$ cat src/rtl/superh16_pkg.sv
// Shared types for the SuperH16 writeback path.
//   wb_entry_t : one execution-unit result as buffered and written back
//   idx_bits() : index width for an N-entry selector, never zero
package superh16_pkg;

    localparam int unsigned XLEN          = 64;
    localparam int unsigned PHYS_REG_BITS = 7;
    localparam int unsigned ROB_IDX_BITS  = 6;
    localparam int unsigned EXC_CODE_BITS = 8;

    typedef struct packed {
        logic [XLEN-1:0]          result;
        logic [PHYS_REG_BITS-1:0] dst_tag;
        logic [ROB_IDX_BITS-1:0]  rob_idx;
        logic                     exception;
        logic [EXC_CODE_BITS-1:0] exception_code;
    } wb_entry_t;

    function automatic int unsigned idx_bits(input int unsigned n);
        return (n > 1) ? $clog2(n) : 1;
    endfunction

endpackage

$ cat src/rtl/superh16_wb_fifo.sv
// Per-source result FIFO for the writeback arbiter.
//   clk, rst_n : clock, synchronous active-low reset
//   flush      : empty the FIFO; a push in the same cycle is discarded
//   push       : write push_entry (accepted when not full, or when full and popped)
//   pop        : remove the head entry (ignored when empty)
//   head       : current head entry (undefined when empty)
//   empty      : no entries stored
//   count      : registered occupancy, 0..DEPTH
//   drop       : push rejected because the FIFO was full and not popped
module superh16_wb_fifo
    import superh16_pkg::*;
#(
    parameter int unsigned DEPTH = 4,
    localparam int unsigned CNT_W = $clog2(DEPTH) + 1
) (
    input  logic             clk,
    input  logic             rst_n,
    input  logic             flush,
    input  logic             push,
    input  wb_entry_t        push_entry,
    input  logic             pop,
    output wb_entry_t        head,
    output logic             empty,
    output logic [CNT_W-1:0] count,
    output logic             drop
);

    localparam int unsigned PTR_W = $clog2(DEPTH);
    localparam logic [CNT_W-1:0] FULL_CNT = CNT_W'(DEPTH);

    wb_entry_t        mem_q [DEPTH];
    logic [PTR_W-1:0] rd_ptr_q, wr_ptr_q;
    logic [CNT_W-1:0] count_q, count_d;
    logic             do_push, do_pop;

    always_comb begin
        do_pop  = pop && (count_q != '0);
        // A full FIFO still accepts when its head leaves in the same cycle.
        do_push = push && !flush && ((count_q != FULL_CNT) || do_pop);
        drop    = push && !flush && !do_push;

        count_d = count_q;
        if (do_push && !do_pop) begin
            count_d = count_q + CNT_W'(1);
        end else if (!do_push && do_pop) begin
            count_d = count_q - CNT_W'(1);
        end
    end

    always_ff @(posedge clk) begin
        if (!rst_n || flush) begin
            rd_ptr_q <= '0;
            wr_ptr_q <= '0;
            count_q  <= '0;
        end else begin
            if (do_push) begin
                wr_ptr_q <= wr_ptr_q + PTR_W'(1);
            end
            if (do_pop) begin
                rd_ptr_q <= rd_ptr_q + PTR_W'(1);
            end
            count_q <= count_d;
        end
    end

    // Storage needs no reset; occupancy is tracked by count_q.
    always_ff @(posedge clk) begin
        if (rst_n && do_push) begin
            mem_q[wr_ptr_q] <= push_entry;
        end
    end

    assign head  = mem_q[rd_ptr_q];
    assign empty = (count_q == '0);
    assign count = count_q;

endmodule

$ cat src/rtl/superh16_wb_arbiter.sv
// Writeback arbiter: buffers execution-unit results per source and grants up
// to NUM_WB FIFO heads per cycle, round-robin, onto registered writeback ports.
//   clk, rst_n          : clock, synchronous active-low reset
//   flush               : drop all buffered results and clear the ports
//   src_*               : per-source result interface (valid, data, tag, ROB, exception)
//   src_stall           : per-source throttle, high when at most one slot is free
//   wb_*                : registered writeback ports (PRF write, ROB completion, wakeup)
//   wb_rf_we            : wb_valid masked by wb_exception
//   overflow_err        : sticky, a result was dropped on a full FIFO
module superh16_wb_arbiter
    import superh16_pkg::*;
#(
    parameter int unsigned NUM_SRC    = 4,
    parameter int unsigned NUM_WB     = 2,
    parameter int unsigned FIFO_DEPTH = 4
) (
    input  logic                                       clk,
    input  logic                                       rst_n,
    input  logic                                       flush,
    input  logic [NUM_SRC-1:0]                         src_valid,
    input  logic [NUM_SRC-1:0][XLEN-1:0]               src_result,
    input  logic [NUM_SRC-1:0][PHYS_REG_BITS-1:0]      src_dst_tag,
    input  logic [NUM_SRC-1:0][ROB_IDX_BITS-1:0]       src_rob_idx,
    input  logic [NUM_SRC-1:0]                         src_exception,
    input  logic [NUM_SRC-1:0][EXC_CODE_BITS-1:0]      src_exception_code,
    output logic [NUM_SRC-1:0]                         src_stall,
    output logic [NUM_WB-1:0]                          wb_valid,
    output logic [NUM_WB-1:0]                          wb_rf_we,
    output logic [NUM_WB-1:0][XLEN-1:0]                wb_result,
    output logic [NUM_WB-1:0][PHYS_REG_BITS-1:0]       wb_dst_tag,
    output logic [NUM_WB-1:0][ROB_IDX_BITS-1:0]        wb_rob_idx,
    output logic [NUM_WB-1:0]                          wb_exception,
    output logic [NUM_WB-1:0][EXC_CODE_BITS-1:0]       wb_exception_code,
    output logic                                       overflow_err
);

    localparam int unsigned SRC_W = idx_bits(NUM_SRC);
    localparam int unsigned CNT_W = $clog2(FIFO_DEPTH) + 1;
    // One spare slot absorbs the result already in flight from a 1-cycle unit.
    localparam logic [CNT_W-1:0] STALL_CNT = CNT_W'(FIFO_DEPTH - 1);

    wb_entry_t [NUM_SRC-1:0]            push_entry;
    wb_entry_t [NUM_SRC-1:0]            head;
    logic      [NUM_SRC-1:0]            fifo_empty;
    logic      [NUM_SRC-1:0]            grant;
    logic      [NUM_SRC-1:0]            drop;
    logic      [NUM_SRC-1:0][CNT_W-1:0] fifo_count;

    logic      [NUM_WB-1:0]             port_vld;
    logic      [NUM_WB-1:0][SRC_W-1:0]  port_src;
    logic      [SRC_W-1:0]              rr_ptr_q, rr_ptr_d;
    logic      [SRC_W-1:0]              scan_idx, last_src;
    int unsigned                        n_grant;

    logic      [NUM_WB-1:0]             wb_valid_q, wb_valid_d;
    wb_entry_t [NUM_WB-1:0]             wb_entry_q, wb_entry_d;
    logic                               overflow_err_q;

    // ---------------------------------------------------------------------
    // Per-source FIFOs
    // ---------------------------------------------------------------------
    for (genvar i = 0; i < NUM_SRC; i++) begin : g_src
        assign push_entry[i] = '{
            result:         src_result[i],
            dst_tag:        src_dst_tag[i],
            rob_idx:        src_rob_idx[i],
            exception:      src_exception[i],
            exception_code: src_exception_code[i]
        };

        superh16_wb_fifo #(
            .DEPTH (FIFO_DEPTH)
        ) u_fifo (
            .clk        (clk),
            .rst_n      (rst_n),
            .flush      (flush),
            .push       (src_valid[i]),
            .push_entry (push_entry[i]),
            .pop        (grant[i]),
            .head       (head[i]),
            .empty      (fifo_empty[i]),
            .count      (fifo_count[i]),
            .drop       (drop[i])
        );

        assign src_stall[i] = (fifo_count[i] >= STALL_CNT);
    end

    // ---------------------------------------------------------------------
    // Round-robin multi-grant: walk sources from rr_ptr, hand the k-th
    // non-empty head to port k until the ports run out.
    // ---------------------------------------------------------------------
    always_comb begin
        grant    = '0;
        port_vld = '0;
        port_src = '0;
        n_grant  = 0;
        scan_idx = '0;
        last_src = rr_ptr_q;

        for (int unsigned k = 0; k < NUM_SRC; k++) begin
            scan_idx = SRC_W'((32'(rr_ptr_q) + k) % NUM_SRC);
            if (!fifo_empty[scan_idx] && (n_grant < NUM_WB)) begin
                grant[scan_idx] = 1'b1;
                for (int unsigned w = 0; w < NUM_WB; w++) begin
                    if (n_grant == w) begin
                        port_vld[w] = 1'b1;
                        port_src[w] = scan_idx;
                    end
                end
                n_grant  = n_grant + 1;
                last_src = scan_idx;
            end
        end

        rr_ptr_d = rr_ptr_q;
        if ((|grant) && !flush) begin
            rr_ptr_d = (last_src == SRC_W'(NUM_SRC - 1)) ? '0 : last_src + SRC_W'(1);
        end
    end

    // ---------------------------------------------------------------------
    // Writeback port next-state: ungranted ports and flushes carry zeros.
    // ---------------------------------------------------------------------
    always_comb begin
        wb_valid_d = '0;
        wb_entry_d = '0;
        for (int unsigned w = 0; w < NUM_WB; w++) begin
            if (port_vld[w] && !flush) begin
                wb_valid_d[w] = 1'b1;
                wb_entry_d[w] = head[port_src[w]];
            end
        end
    end

    always_ff @(posedge clk) begin
        if (!rst_n) begin
            rr_ptr_q       <= '0;
            wb_valid_q     <= '0;
            wb_entry_q     <= '0;
            overflow_err_q <= 1'b0;
        end else begin
            rr_ptr_q       <= rr_ptr_d;
            wb_valid_q     <= wb_valid_d;
            wb_entry_q     <= wb_entry_d;
            overflow_err_q <= overflow_err_q | (|drop);
        end
    end

    // ---------------------------------------------------------------------
    // Output unpacking
    // ---------------------------------------------------------------------
    for (genvar w = 0; w < NUM_WB; w++) begin : g_wb
        assign wb_result[w]         = wb_entry_q[w].result;
        assign wb_dst_tag[w]        = wb_entry_q[w].dst_tag;
        assign wb_rob_idx[w]        = wb_entry_q[w].rob_idx;
        assign wb_exception[w]      = wb_entry_q[w].exception;
        assign wb_exception_code[w] = wb_entry_q[w].exception_code;
        assign wb_rf_we[w]          = wb_valid_q[w] & ~wb_entry_q[w].exception;
    end

    assign wb_valid     = wb_valid_q;
    assign overflow_err = overflow_err_q;

endmodule
$ cat config.mk
export PLATFORM = sky130hd
export DESIGN_NAME = superh16_wb_arbiter
export DESIGN_NICKNAME = d
export VERILOG_FILES = /design/src/rtl/superh16_pkg.sv /design/src/rtl/superh16_wb_fifo.sv /design/src/rtl/superh16_wb_arbiter.sv
export SDC_FILE = /design/constraint.sdc
export NUM_CORES = 2
export LEC_CHECK = 0
export ABC_CLOCK_PERIOD_IN_PS = 15590
export BUFFER_PORTS_ARGS = -buffer_cell sky130_fd_sc_hd__buf_4
export CORE_ASPECT_RATIO = 1.4
export CORE_MARGIN = 4
export CORE_UTILIZATION = 58
export CTS_CLUSTER_DIAMETER = 150
export DETAILED_ROUTE_END_ITERATION = 6
export PLACE_DENSITY = 0.78
export SLEW_MARGIN = 20
export SYNTH_ARGS = -nofsm -noshare
export SYNTH_HDL_FRONTEND = slang
export SYNTH_HIERARCHICAL = 1
export SYNTH_SLANG_ARGS = --single-unit
$ cat constraint.sdc
create_clock -name clk -period 15.59 [get_ports clk]
set_input_delay 3.118 -clock clk [delete_from_list [all_inputs] [get_ports clk]]
set_output_delay 3.118 -clock clk [all_outputs]
set_load 0.1 [all_outputs]
Yosys cells after proc, flatten, opt, wreduce, memory -nomap -nowiden:

Memories as Yosys holds them, arrays and structs flattened. A register that Yosys moved wholly into a read port is not among the register bits.
Index checks and enable logic that the tools add are counted.

* logic and storage cells: 236
* register bits: 205
* output and inout bits: 181
* input port bits: 351
* memories: 4
* memory bits (writable): 1376

* muxes and demuxes: 77
* reduce and logical (&&, ||, !) cells: 75
* add/sub/neg operators: 22
* magnitude comparators: 17
* equality and inequality tests: 8
* bitwise gates (word level): 8

Memory list
* g_src[0].u_fifo.mem_q: depth 4, bits a word 86, rd ports 1, clocked after Yosys merged registers in 1, wr ports 1, line superh16_wb_fifo.sv:31 `wb_entry_t mem_q [DEPTH];`
* g_src[1].u_fifo.mem_q: depth 4, bits a word 86, rd ports 1, clocked after Yosys merged registers in 1, wr ports 1, line superh16_wb_fifo.sv:31
* g_src[2].u_fifo.mem_q: depth 4, bits a word 86, rd ports 1, clocked after Yosys merged registers in 1, wr ports 1, line superh16_wb_fifo.sv:31
* g_src[3].u_fifo.mem_q: depth 4, bits a word 86, rd ports 1, clocked after Yosys merged registers in 1, wr ports 1, line superh16_wb_fifo.sv:31

Operators with widths (number)
* $bmux W86 S2: 2
* $mux W86: 2
* $eq A32 B1 Y1 const B: 3
* $logic_not A32 Y1: 3
* $lt A32 B2 Y1 const B: 3
* $add A32 B1 Y32 const B: 2
* $mux W32: 2
* $mux W2: 22
* $logic_and A1 B1 Y1: 38
* $mux W4: 7
* $mux W1: 26
* $mux W3: 8
* $add A2 B1 Y2 const B: 10
* $lt A2 B3 Y1 const B: 6
* $logic_not A1 Y1: 13
* $add A3 B1 Y3 const B: 4
* $ge A3 B2 Y1 const B: 4
* $logic_not A3 Y1: 4
* $ne A3 B3 Y1 const B: 4
* $or A4 B4 Y4: 3
* $reduce_bool A3 Y1: 4
* $sub A3 B1 Y3 const B: 4
* $bmux W1 S2: 4
* $demux W1 S2: 4
* 10 further kinds: 25

Logic depth before layout (Yosys ltp):

* word-level depth: 20
* mapped depth: 22

Cells and area by module:

The synthesis kept the hierarchy.

Modules (own cells, without submodules)
* superh16_wb_fifo: area each 12924.9 sq um, instances 4, cells an instance 499
* superh16_wb_arbiter: area each 10102.2 sq um, instances 1, cells an instance 903

Least setup slack after synthesis:

OpenSTA, ideal clock, no wires.

* path kind: register -> register
* from: register rr_ptr_q[1]
* to: memory g_src[1].u_fifo/mem_q[1][0] (netlist name), enable pin
* period minus slack after synthesis: 6.399 ns
* required time: 15.135 ns
* cell stages (with the launch flop): 17
* setup time: 0.455 ns
* arrival: 5.944 ns
* setup slack: 9.191 ns
* path through: dfxtp_1 buf_2 inv_1 ha_1 mux2_2 a21oi_1 ha_1 or2_1 clkbuf_1 o22ai_2 fa_1 or2_2 o22ai_1 a211o_1 nor4b_2 nor2_1 and3_1

* word-level cells in the longest chain between the ends: 18
* elaborated cells on any way between the ends: 58
* classes of those cells: 5 x add/sub; 11 x order compare; 25 x mux; 3 x bitwise; 14 x reduce/logical

RTL lines
* from (decl): line superh16_wb_arbiter.sv:51 `logic [SRC_W-1:0] rr_ptr_q, rr_ptr_d;`
* from (signal assigned): line superh16_wb_arbiter.sv:143 `rr_ptr_q <= rr_ptr_d;`
* $bmux W1 S2 / $add A2 B1 Y2 (equally long branches): line superh16_wb_arbiter.sv:103, superh16_wb_arbiter.sv:102
* $mux W1 (not written as such) / $bmux W1 S2 (equally long branches): line superh16_wb_arbiter.sv:103 `if (!fifo_empty[scan_idx] && (n_grant < NUM_WB)) begin`
* $mux W1: line superh16_wb_arbiter.sv:103
* $lt A32 B2 Y1 / $logic_not A1 Y1 (equally long branches): line superh16_wb_arbiter.sv:103
* $logic_and A1 B1 Y1: line superh16_wb_arbiter.sv:103
* $mux W32: line superh16_wb_arbiter.sv:103
* $lt A32 B2 Y1: line superh16_wb_arbiter.sv:103
* $logic_and A1 B1 Y1: line superh16_wb_arbiter.sv:103
* (+3 left out)
* $mux W4 (*): line superh16_wb_arbiter.sv:103
* net grant[1]: line superh16_wb_arbiter.sv:45 `logic [NUM_SRC-1:0] grant;`
* $logic_and A1 B1 Y1 (*): line superh16_wb_fifo.sv:37 `do_pop = pop && (count_q != '0);`
* $logic_or A1 B1 Y1 (*): line superh16_wb_fifo.sv:39 `do_push = push && !flush && ((count_q != FULL_CNT) || do_pop);`
* $logic_and A1 B1 Y1 (*): line superh16_wb_fifo.sv:39
* $logic_and A1 B1 Y1 (*): line superh16_wb_fifo.sv:68 `if (rst_n && do_push) begin`
* $mux W1 (*): line superh16_wb_fifo.sv:68
* $mux W1 (not written as such) (*): line superh16_wb_fifo.sv:69 `mem_q[wr_ptr_q] <= push_entry;`
* to (decl): line superh16_wb_fifo.sv:31

Mark *: on every way through the listed nets, which the timed path passes. The rest lies on a longest branch. The select of a mux whose other input is x is not followed.

Final worst setup path:

* from: register rr_ptr_q[0]
* to: register wb_entry_q (netlist bit wb_exception_code[5])

* word-level cells in the longest chain between the ends: 14
* elaborated cells on any way between the ends: 46
* classes of those cells: 5 x add/sub; 3 x order compare; 27 x mux; 11 x reduce/logical

RTL lines
* $bmux W1 S2 / $add A2 B1 Y2 (equally long branches): line superh16_wb_arbiter.sv:103, superh16_wb_arbiter.sv:102
* $mux W1 (not written as such) / $bmux W1 S2 (equally long branches): line superh16_wb_arbiter.sv:103
* $mux W1: line superh16_wb_arbiter.sv:103
* $lt A32 B2 Y1 / $logic_not A1 Y1 (equally long branches): line superh16_wb_arbiter.sv:103
* $logic_and A1 B1 Y1: line superh16_wb_arbiter.sv:103
* $mux W32: line superh16_wb_arbiter.sv:103
* $lt A32 B2 Y1: line superh16_wb_arbiter.sv:103
* $logic_and A1 B1 Y1: line superh16_wb_arbiter.sv:103
* $mux W32: line superh16_wb_arbiter.sv:103
* $lt A32 B2 Y1 / $logic_not A32 Y1 (equally long branches): line superh16_wb_arbiter.sv:103, superh16_wb_arbiter.sv:106
* $logic_and A1 B1 Y1 (tied with other cells): line superh16_wb_arbiter.sv:103
* $mux W4 / $mux W2 (equally long branches): line superh16_wb_arbiter.sv:103
* $bmux W86 S2 / $logic_and A1 B1 Y1 (equally long branches): line superh16_wb_arbiter.sv:131, superh16_wb_arbiter.sv:129
* $mux W86 (not written as such) / $reduce_and A2 Y1 (equally long branches)
* to (signal assigned): line superh16_wb_arbiter.sv:145 `wb_entry_q <= wb_entry_d;`
* to (decl): line superh16_wb_arbiter.sv:56 `wb_entry_t [NUM_WB-1:0] wb_entry_q, wb_entry_d;`

Parallel ways exist; a longest one is shown, timed or not. The select of a mux whose other input is x is not followed.
A chain may end at the register's enable or synchronous reset.

==> results.toml <==
[floorplan]
ioPinCount = 532
rows = 141
die_y_um = 394
core_area_mm2 = 0.106
start_util_pct = 58.5
die_x_um = 284
die_area_mm2 = 0.112

[drt]
drt-initial-drc-count = 3746
dr.pass1.iters = 7
vias_per_cell = 6.53
postRouteAntennaNets = 0
wire_per_inst_um = 33.5
num_vias = 32554
drc_errors = 4
routed_wl_um = 167000

[synthesis]
syn_inst = 2899
yosysUniqueCellTypes = 61
async_flop_share_pct = 0
seq_area_frac_synth_pct = 73.8
synth_warnings = 6
synth_area_leader_cell = "edfxtp_1"
synth_area_mm2 = 0.0618
synth-edff-count = 1376
synth_area_per_cell_um2 = 21.3
synth.net_count = 3285
ys.flop_type = "edfxtp_1"
synth-seq-cells = 1589
yosysTopAreaCellShare_pct = 66.9
synth.top_cells.by_area = "edfxtp_1 67%, mux4_2 13%, dfxtp_1 6.9%, mux2i_1 5.8%, o22ai_2 1.5%"

[hold_path]
hold_depth = 2
worstHoldPathType = "register to register"
hold_end = "g_src[0].u_fifo/rd_ptr_q[1]$_SDFFE_PP0P_"
hp-start = "g_src[0].u_fifo/rd_ptr_q[1]$_SDFFE_PP0P_"

[clock_network]
cts.sinks = 1589
cts_setup_buffers = 0
cts_made_buffers = 144
clk-insertion-delay-late_ps = 760
cts_htree_levels = 4
cts_hold_buf = 0
clock_path_buffers = 3
cts_tree = "built"
root_buffer = "clkbuf_16"
clk_pin_slew_ps = 70
postCtsResizedCells = 0

[timing]
finalHoldViolCount = 0
fmax_mhz = 125
finalCriticalPeriod_ps = 8000
worst_slew_pin_slew_ps = 1200
slew_violations = 0
maxSlewHeadroom_pct = 20.2
period_share_pct = 51.3
setup_violations = 0
rsz0062_at_grt = "false"
fin_setup_tns_ps = 0
clock_skew_ps = 23.2

[worst_setup_path]
required_ps = 16200
startpoint = "rr_ptr_q[0]$_SDFFE_PN0P_"
worstSetupPathType = "register to register"
worst_ep_arrival_time_ps = 8600
end_kind = "register"
worst-r2r-cell-count = 16
path_max_fanout = 126
ff2ff_setup_slack_ps = 7590
r2r_start = "rr_ptr_q[0]$_SDFFE_PN0P_"
rr_endpoint = "wb_exception_code[5]$_SDFF_PN0_"
critPathLaunchType = "register"

[placement]
detailed_place_hpwl_um = 105000
place_congestion = 0.904
io_buffers = 531
post_dp_cell_area_mm2 = 0.0666
placedCellCount = 4663

[pwr]
power_leakage_nw = 24.3
ir_drop_v = 0.000434
p_total_mw = 11.9
p_per_area_mw_per_mm2 = 166

[global_routing]
grt_max_degree = 127
grt_pass1_vias = 33866
grt_pass1_wl_um = 239000
antenna_found_initial = 61
track_usage_pct = 29.8
grt-ovfl-total = 0

[status]
violations = "DRC"
outcome = "complete, but fails checks"

[layout]
instances_no_fill = 4984
area_growth_pct = 16.2
drive_gt1_share_pct = 35.3
postLayoutCellArea_mm2 = 0.0718
mostFrequentLayoutCells = "1376 x edfxtp_1, 570 x buf_4, 355 x mux2i_1"
layout_commonest_cell = "edfxtp_1"
final_net_count = 3841

[run]
maxCapViolations = 0
==> Yosys cell counts (7+ instances only) <==
library cell / number
a21oi_1: 9
and3_1: 17
buf_12: 28
buf_2: 74
buf_4: 9
buf_6: 14
clkbuf_1: 29
clkbuf_4: 7
dfxtp_1: 213
edfxtp_1: 1376
ha_1: 30
inv_1: 25
mux2i_1: 356
mux4_2: 345
nand2b_1: 10
nor2_1: 44
nor3_1: 7
o22ai_1: 105
o22ai_2: 73
o31ai_1: 8
xor2_1: 16
==> layer usage <==
layer / track usage, % / share of wire (%)
met1: 37.1 / 34
met2: 49.5 / 51
met3: 9.13 / 11
met4: 11.8 / 3.5
met5: 0 / 0.12
==> worst max-delay path: stages (launching register included) <==
cell	delay, ps
dfxtp_1	890
inv_1	360
ha_1	700
mux2_2	410
a21oi_1	410
ha_1	480
or2_1	300
o22ai_2	190
fa_1	460
or2_2	350
o22a_1	220
or4_1	630
a31oi_4	170
buf_4	740
buf_12	700
mux2i_1	310
o22ai_1	120
==> worst max path at each step <==
stage | end | slack, ps | cells after the start
5_1_grt | wb_exception_code[6]$_SDFF_PN0_ | 7370 | 16
2_1_floorplan | g_src[1].u_fifo/mem_q[1][0]$_DFFE_PP_ | 9190 | 16
3_5_place_dp | wb_result[42]$_SDFF_PN0_ | 7870 | 16
6_report | wb_exception_code[5]$_SDFF_PN0_ | 7590 | 16
3_3_place_gp | wb_result[42]$_SDFF_PN0_ | 8430 | 16
4_1_cts | wb_result[42]$_SDFF_PN0_ | 7880 | 16
==> stage by stage <==
stage          hold slack [ps]  util (%)  setup slack, ps
5_1_grt                    575      67.9             7370
3_5_place_dp               501      63.1             7870
6_report                   538      68.0             7590
3_3_place_gp               499      63.1             8430
4_1_cts                    513      67.7             7880
2_1_floorplan              485         -             9190
==> state kept, by name, summed over array words and instances, names as in the netlist, named ones only <==
register / cells
overflow_err: 1
wb_rob_idx: 12
g_src.u_fifo/wr_ptr_q: 8
g_src.u_fifo/mem_q: 1376
wb_exception: 2
g_src.u_fifo/count: 12
wb_exception_code: 16
wb_result: 128
wb_dst_tag: 14
g_src.u_fifo/rd_ptr_q: 8
rr_ptr_q: 2
wb_valid: 2
==> final cells by class <==
cell class | count | area (um2)
flip-flops and latches | 1589 | 45600
fillers | 6508 | 33900
multi-input cells | 1117 | 14900
repair buffers | 576 | 4430
clock buffers | 194 | 4020
well taps | 1358 | 1700
clock inverters | 74 | 927
diodes | 49 | 123
inverters | 27 | 101
==> where the power goes <==
part / switching [mW] / internal [mW] / leakage, nW
Sequential: 0.110 / 4.79 / 14.2
Combinational: 2.25 / 1.13 / 7.76
Clock: 1.55 / 2.11 / 2.40
Total: 3.90 / 8.02 / 24.3
==> cell families after synthesis <==
| logic type | after synthesis | synth area share, % |
|---|---|---|
| AO/OA/AOI/OAI | 239 | 3.28 |
| XOR/XNOR | 17 | 0.241 |
| AND/OR/NAND/NOR | 115 | 1.08 |
| flip-flops | 1589 | 73.8 |
| adder cells (fa/ha/maj) | 35 | 0.769 |
| buffers and inverters | 193 | 2.34 |
| multiplexers | 711 | 18.5 |
(Power assumes the default switching activity.)
